===== src/rtl/am_lane_rx.sv =====
// Per-lane alignment marker receiver: marker search and lock, marker removal, BIP3 check.
// Optional BIP logic is built only when AM_LANE_RX_BIP_CHECK_EN is defined.
module am_lane_rx #(
  parameter int          HEAD_W      = 2,
  parameter int          DATA_W      = 64,
  parameter int          BLOCK_W     = HEAD_W + DATA_W,
  parameter logic [63:0] LANE_ENC    = 64'h00b8_896f_0047_7690,
  parameter int          AM_GAP      = 16383,
  parameter int          AM_LOSS_CNT = 4
) (
  input  logic               clk,
  input  logic               reset,
  input  logic               valid_i,
  input  logic [BLOCK_W-1:0] data_i,
  output logic               valid_o,
  output logic [BLOCK_W-1:0] data_o,
  output logic               am_v_o,
  output logic               lock_o,
  output logic               bip_err_o
);

  localparam int NBYTES = DATA_W / 8;
  localparam int CNT_W  = $clog2(AM_GAP + 1);
  localparam int MISS_W = (AM_LOSS_CNT > 1) ? $clog2(AM_LOSS_CNT + 1) : 1;

  typedef enum logic [1:0] {
    SEEK,
    CHECK,
    LOCKED
  } state_t;

  state_t              r_state;
  state_t              w_state_nxt;
  logic [CNT_W-1:0]    r_cnt;
  logic [CNT_W-1:0]    w_cnt_nxt;
  logic [MISS_W-1:0]   r_miss;
  logic [MISS_W-1:0]   w_miss_nxt;
  logic [BLOCK_W-1:0]  r_data;
  logic                r_valid;
  logic                r_am_v;

  logic [7:0]          w_byte [NBYTES];
  logic                w_match;
  logic                w_slot;
  logic                w_remove;
  logic                w_arm;
  logic                w_disarm;
  logic                w_chk;

  always_comb begin
    for (int unsigned i = 0; i < NBYTES; i++) begin
      w_byte[i] = data_i[HEAD_W + 8*i +: 8];
    end
  end

  // Bytes 3 and 7 carry BIP3 and its complement, so only their relationship is matched.
  assign w_match = (data_i[1:0] == 2'b10)
                && (w_byte[0] == LANE_ENC[7:0])
                && (w_byte[1] == LANE_ENC[15:8])
                && (w_byte[2] == LANE_ENC[23:16])
                && (w_byte[4] == LANE_ENC[39:32])
                && (w_byte[5] == LANE_ENC[47:40])
                && (w_byte[6] == LANE_ENC[55:48])
                && (w_byte[7] == ~w_byte[3]);

  assign w_slot = (r_cnt == CNT_W'(AM_GAP));

  always_comb begin
    w_state_nxt = r_state;
    w_cnt_nxt   = r_cnt;
    w_miss_nxt  = r_miss;
    w_remove    = 1'b0;
    w_arm       = 1'b0;
    w_disarm    = 1'b0;
    w_chk       = 1'b0;
    if (valid_i) begin
      case (r_state)
        SEEK: begin
          if (w_match) begin
            w_state_nxt = CHECK;
            w_cnt_nxt   = '0;
            w_remove    = 1'b1;
            w_arm       = 1'b1;
          end
        end
        CHECK: begin
          if (!w_slot) begin
            w_cnt_nxt = r_cnt + CNT_W'(1);
          end else if (w_match) begin
            w_state_nxt = LOCKED;
            w_cnt_nxt   = '0;
            w_miss_nxt  = '0;
            w_remove    = 1'b1;
            w_arm       = 1'b1;
          end else begin
            w_state_nxt = SEEK;
            w_cnt_nxt   = '0;
            w_disarm    = 1'b1;
          end
        end
        LOCKED: begin
          if (!w_slot) begin
            w_cnt_nxt = r_cnt + CNT_W'(1);
          end else begin
            // Every slot block is consumed while locked, marker or not.
            w_remove  = 1'b1;
            w_cnt_nxt = '0;
            if (w_match) begin
              w_miss_nxt = '0;
              w_arm      = 1'b1;
              w_chk      = 1'b1;
            end else if (r_miss == MISS_W'(AM_LOSS_CNT - 1)) begin
              w_state_nxt = SEEK;
              w_miss_nxt  = '0;
              w_disarm    = 1'b1;
            end else begin
              w_miss_nxt = r_miss + MISS_W'(1);
            end
          end
        end
        default: begin
          w_state_nxt = SEEK;
          w_cnt_nxt   = '0;
          w_miss_nxt  = '0;
        end
      endcase
    end
  end

  always_ff @(posedge clk or posedge reset) begin
    if (reset) begin
      r_state <= SEEK;
      r_cnt   <= '0;
      r_miss  <= '0;
      r_data  <= '0;
      r_valid <= 1'b0;
      r_am_v  <= 1'b0;
    end else begin
      r_state <= w_state_nxt;
      r_cnt   <= w_cnt_nxt;
      r_miss  <= w_miss_nxt;
      r_data  <= data_i;
      r_valid <= valid_i & ~w_remove;
      r_am_v  <= valid_i & w_remove;
    end
  end

  assign data_o  = r_data;
  assign valid_o = r_valid;
  assign am_v_o  = r_am_v;
  assign lock_o  = (r_state == LOCKED);

`ifdef AM_LANE_RX_BIP_CHECK_EN
  logic [7:0] r_acc;
  logic       r_armed;
  logic       r_bip_err;
  logic [7:0] w_par;

  // Header bits fold into BIP positions 3 and 4; payload bit k lands on BIP bit k mod 8.
  always_comb begin
    w_par = '0;
    for (int unsigned i = 0; i < NBYTES; i++) begin
      w_par = w_par ^ w_byte[i];
    end
    w_par[3] = w_par[3] ^ data_i[0];
    w_par[4] = w_par[4] ^ data_i[1];
  end

  always_ff @(posedge clk or posedge reset) begin
    if (reset) begin
      r_acc     <= '0;
      r_armed   <= 1'b0;
      r_bip_err <= 1'b0;
    end else begin
      r_bip_err <= w_chk & r_armed & (w_byte[3] != r_acc);
      if (valid_i) begin
        r_acc <= w_remove ? w_par : (r_acc ^ w_par);
        if (w_disarm) begin
          r_armed <= 1'b0;
        end else if (w_arm) begin
          r_armed <= 1'b1;
        end
      end
    end
  end

  assign bip_err_o = r_bip_err;
`else
  logic w_unused_bip;
  assign w_unused_bip = ^{w_arm, w_disarm, w_chk};
  assign bip_err_o    = 1'b0;
`endif

endmodule


===== config.mk =====
export PLATFORM = sky130hd
export DESIGN_NAME = am_lane_rx
export DESIGN_NICKNAME = d
export VERILOG_FILES = /design/src/rtl/am_lane_rx.sv
export SDC_FILE = /design/constraint.sdc
export NUM_CORES = 1
export LEC_CHECK = 0
export ABC_AREA = 0
export BUFFER_PORTS_ARGS = -buffer_cell sky130_fd_sc_hd__buf_4
export CAP_MARGIN = 0
export CORE_MARGIN = 4
export CORE_UTILIZATION = 42
export CTS_CLUSTER_DIAMETER = 120
export DETAILED_ROUTE_END_ITERATION = 10
export GPL_TIMING_DRIVEN = 1
export PLACE_DENSITY = 0.73
export SKIP_LAST_GASP = 1
export SLEW_MARGIN = 25
export SYNTH_ARGS = -nofsm -noshare
export SYNTH_HDL_FRONTEND = slang
export SYNTH_SLANG_ARGS = --single-unit

===== constraint.sdc =====
create_clock -name clk -period 3.2 [get_ports clk]
set_clock_uncertainty 0.1 [all_clocks]
set_input_delay 0.8 -clock clk [delete_from_list [all_inputs] [get_ports clk]]
set_output_delay 0.8 -clock clk [all_outputs]
set_load 0.03 [all_outputs]

Yosys cells after proc, flatten, opt, wreduce, memory -nomap -nowiden
Index checks and enable logic that the tools add are counted. W data, S select, Z words.

Output and inout bits: 70. Bits of input ports: 69. Logic and storage cells: 64. Flip-flop bits (word level): 87.

Reduce and logical (&&, ||, !) cells: 12. Add/sub/neg operators: 2. Multiplexer cells: 21. Bitwise logic cells: 5. Equality and inequality tests: 18.

Operators by type and width (number): $mux W14 (2); $pmux W14 S2 (1); $eq A8 B7 Y1 const B (3); $eq A8 B8 Y1 const B (3); $mux W3 (5); $add A14 B1 Y14 const B (1); $eq A14 B14 Y1 const B (1); $mux W2 (6); $pmux W3 S3 (1); $eq A8 B8 Y1 (1); $ne A2 B2 Y1 const B (4); $not A8 Y8 (1); $logic_and A1 B1 Y1 (7); $pmux W2 S3 (1); $reduce_and A6 Y1 (1); $reduce_and A5 Y1 (1); $eq A2 B2 Y1 const B (2); $mux W1 (4); $ne A2 B1 Y1 const B (2); $add A3 B1 Y3 const B (1); $eq A3 B2 Y1 const B (1); $pmux W1 S3 (1); $and A1 B1 Y1 (2); $eq A2 B1 Y1 const B (1); 4 further kinds (5).

Depth between registers and ports, before layout
Depth after elaboration: 14. Mapped depth: 8. Mapped depth without buffers: 8.

Least setup slack after synthesis
OpenSTA, ideal clock, no wires.

Kind: input -> register. Start point: input data_i[25]. End point: register r_cnt[11]. Setup time: 0.069 ns. Stages: 6. Arrival time: 2.627 ns. Required time: 3.031 ns. Buffers on the path: 0. Slack: 0.404 ns. Cells stage by stage: nand4b_1 > or4_4 > nor4_4 > a31oi_4 > or4_1 > nand3_1.

Cells in the longest elaborated chain, start to end: 8.

Ends and longest elaborated chain: from (decl) (line 14) `input logic [BLOCK_W-1:0] data_i,`; $eq A8 B7 Y1 (line 60) `&& (w_byte[2] == LANE_ENC[23:16])`; $logic_and A1 B1 Y1 (line 60); $logic_and A1 B1 Y1 (line 61) `&& (w_byte[4] == LANE_ENC[39:32])`; $logic_and A1 B1 Y1 (line 62) `&& (w_byte[5] == LANE_ENC[47:40])`; $logic_and A1 B1 Y1 (line 63) `&& (w_byte[6] == LANE_ENC[55:48])`; $logic_and A1 B1 Y1 (line 64) `&& (w_byte[7] == ~w_byte[3]);`; $ne A2 B2 Y1 (no source line); $reduce_and A2 Y1 (no source line); to (signal assigned) (line 140) `r_cnt <= w_cnt_nxt;`; to (decl) (line 34) `logic [CNT_W-1:0] r_cnt;`.

Every way passes these cells. A chain may end at the register's enable or synchronous reset.

Worst setup path in the final report
Start point: input data_i[25]. End point: register r_cnt[5].

The elaborated chain is that of the path after synthesis.

==> reports/metrics.csv <==
stage,metric,value,unit
critical_path,critPathLaunchType,input pin,
sta,fin_setup_tns,0,ns
cells_and_area,final-seq-area,2180,µm²
synthesis,ys_types,49,
min_path,hold_path.class,reg -> reg,
clock_network,cts_sinks,87,
floorplan,num_rows,31,
floorplan,die_h,94.5,µm
sta,worstMarginPinSlew,0.667,ns
sta,slew_viol_final,0,
critical_path,cpMaxStageDelayCell,or4_4,
synthesis,async_flop_share,100,%
synthesis,ys_seq_elements,87,
floorplan,pin_count,139,
global_routing,grt_pass1_wl,11.9,mm
critical_path,cp.arrival,2.82,ns
drt,dr.first_iter.drc_count,151,
sta,fin_crit_sh,83.6,%
synthesis,syn_area,3140,µm²
drt,dr_total_vias,2423,
critical_path,required,3.35,ns
clock_network,cts_buffers,9,
synthesis,synthAdderAreaFrac,2.39,%
job,drv_cap,0,
cells_and_area,drive_gt1_share,41.9,%
drt,viasPerCell,4.94,
power,ir_drop,0.000282,V
global_routing,grt.total_usage,17.5,%
cells_and_area,fill_cells,580,
clock_network,cts.htree.levels,3,
clock_network,clockBufferDepth,2,
power,leakage,2.16,nW
sta,rsz0062_at_grt,false,
synthesis,ys_seq_area_share,69.3,%
power,power_density,504,nW/µm²
sta,fin_crit,2.67,ns
synthesis,synth_xor_area_share,2.23,%
sta,relSlewSlack,55.5,%
floorplan,design.core.area,7250,µm²
clock_network,post-cts-setup-buffer-count,0,
cells_and_area,fin_util,62.2,%
critical_path,path_buf_inv,1,
synthesis,synthSimpleGateAreaFrac,14.9,%
critical_path,crit_path_end_kind,flip-flop,
cells_and_area,antenna_cells,0,
cells_and_area,fin_area,4510,µm²
sta,finalHoldViolations,0,
clock_network,hold_buffers,0,
drt,drtAntennaViolNets,0,
synthesis,synth_compound_area_share,9.20,%
outcome,status,finished clean,
critical_path,path_max_fanout,11,
drt,drt_first_pass_iters,5,
clock_network,cts_tree,done,
synthesis,avgSynthCellArea,13.3,µm²
drt,avgRoutedWirePerCell,15.2,µm
placed_design,placed_cell_area,4320,µm²
placed_design,place_congestion,0.809,
drt,routed_wl,7.47,mm
global_routing,grt_max_degree,43,
global_routing,antenna_found_initial,0,
clock_network,ctsResizeCount,0,
clock_network,clk_latency,0.34,ns
cells_and_area,nets,461,
synthesis,syn_inst,236,
critical_path,cp_cell_sequence,buf_4 -> nand4b_1 -> or4_4 -> nor4_4 -> a31oi_4 -> nand2b_1 -> o31ai_1,
global_routing,grt_overflow,0,
drt,drc_errors,0,
sta,setup_viol,0,
synthesis,synth_top_family_by_area,simple AND/OR/NAND/NOR gates,
cells_and_area,syn2layout_area_growth,43.4,%
floorplan,fp.dieArea,8930,µm²
synthesis,synth_flop_cell,dfrtp_1,
placed_design,dp_hpwl,5.86,mm
critical_path,crit_family,simple AND/OR/NAND/NOR gates,
critical_path,crit_type,in -> reg,
clock_network,clock-root-buffer,clkbuf_8,
placed_design,port_buffers,137,
floorplan,die_width,94.5,µm
synthesis,synth-edff-count,0,
sta,hold-worst-slack,0.386,ns
global_routing,grt_pass1_vias,2493,
synthesis,yosysWarnings,0,
synthesis,synthMuxAreaShare,0.318,%
floorplan,floorplan.initialDensity,43.3,%
critical_path,max_stage_delay,0.56,ns
synthesis,synth_nets,311,
clock_network,clkTransAtPathRegs,0.08,ns
cells_and_area,multiInputGateArea,916,µm²
sta,max_freq,374,MHz
[metrics by stage]
stage,worst slack [ns],std cells,power [mW]
global placement,0.219,474,1.58
finish,0.526,490,2.27
global route,0.423,490,2.39
detailed placement,0.138,474,1.59
floorplan,0.0498,236,1.40
CTS,0.531,490,2.30
[kinds of logic after synthesis]
kind of cell / after synthesis
AO/OA/AOI/OAI: 40
adder cells (fa/ha/maj): 6
buffers and inverters: 12
AND/OR/NAND/NOR: 81
XOR/XNOR: 8
other: 1
multiplexers: 1
flip-flops: 87
[cell usage after synthesis, drive strengths merged, types with 2 or more instances]
| cell | count | share of area, % |
|---|---|---|
| and2 | 4 | 0.80 |
| nand4 | 7 | 1.4 |
| ha | 6 | 2.4 |
| nand2b | 3 | 0.60 |
| nand2 | 19 | 2.3 |
| o41ai | 3 | 1.1 |
| nor4 | 3 | 1.1 |
| nand4b | 3 | 0.84 |
| buf | 2 | 0.40 |
| o31ai | 4 | 0.96 |
| a2bb2oi | 2 | 0.56 |
| nor2 | 13 | 1.6 |
| a21o | 2 | 0.48 |
| and4b | 2 | 0.64 |
| nor3 | 2 | 0.32 |
| a21oi | 3 | 0.48 |
| and3 | 2 | 0.40 |
| a21boi | 2 | 0.48 |
| xor2 | 8 | 2.2 |
| a31oi | 2 | 0.88 |
| inv | 9 | 1.1 |
| nor2b | 5 | 1.0 |
| or4 | 3 | 0.84 |
| dfrtp | 87 | 69 |
| nand3 | 8 | 1.3 |
| nor4bb | 2 | 0.64 |
| o21ai | 14 | 2.2 |
| or2 | 2 | 0.40 |
[per-layer routing]
layer  global-route usage [%]  share of wire, %  vias up
met5                        0                 0        -
met4                     6.85               1.8        0
met3                     5.66               9.9       12
met2                     30.6                51      107
met1                     19.8                37     1172
li1                         -                 -     1132
[placed cells by master, fill, tap and decap left out, types with 4 or more instances in the layout]
| cell type | n |
|---|---|
| nor2_1 | 13 |
| nor2b_1 | 5 |
| nand2_1 | 19 |
| nand3_1 | 8 |
| o31ai_1 | 4 |
| ha_1 | 6 |
| and2_1 | 4 |
| nand4_1 | 7 |
| clkbuf_8 | 11 |
| dfrtp_1 | 87 |
| inv_1 | 8 |
| o21ai_0 | 12 |
| buf_4 | 142 |
| xor2_1 | 8 |
[flip-flops by register name, indices dropped and copies added, names as in the netlist]
name and count:
data_o 66, r_cnt 14, r_miss 3, r_state 2, am_v_o 1, valid_o 1
[power breakdown]
group | switching, mW | internal (mW) | leakage, nW
Sequential | 0.0479 | 1.17 | 1.03
Combinational | 0.197 | 0.147 | 1.04
Clock | 0.378 | 0.330 | 0.0963
[worst register-to-register path, stage by stage (launching register included)]
cell and delay, ns:
dfrtp_1 0.40, ha_1 0.23, and3_1 0.26, nand4_1 0.33, o21ai_1 0.57, inv_1 0.12
nand2b_1 0.30, o21ai_1 0.13
[area by class of cell]
| class | instances | area share [%] |
|---|---|---|
| Sequential cell | 87 | 48.3 |
| Clock buffer | 11 | 3.36 |
| Clock inverter | 5 | 0.860 |
| Tap cell | 99 | 2.75 |
| Inverter | 9 | 0.777 |
| Timing Repair Buffer | 142 | 23.6 |
| Multi-Input combinational cell | 137 | 20.3 |
[final timing paths]
check	end	slack [ns]	start	depth (start not counted)
max	r_cnt[5]	0.53	data_i[25]	7
min	r_miss[0]	0.39	r_miss[0]	1
max reg2reg	r_cnt[2]	0.64	r_cnt[0]	7
min reg2reg	r_miss[0]	0.39	r_miss[0]	1
max in group asynchronous	data_o[61]	1.81	reset	3
min in group asynchronous	r_cnt[9]	0.43	reset	2
(Power assumes the default switching activity.)
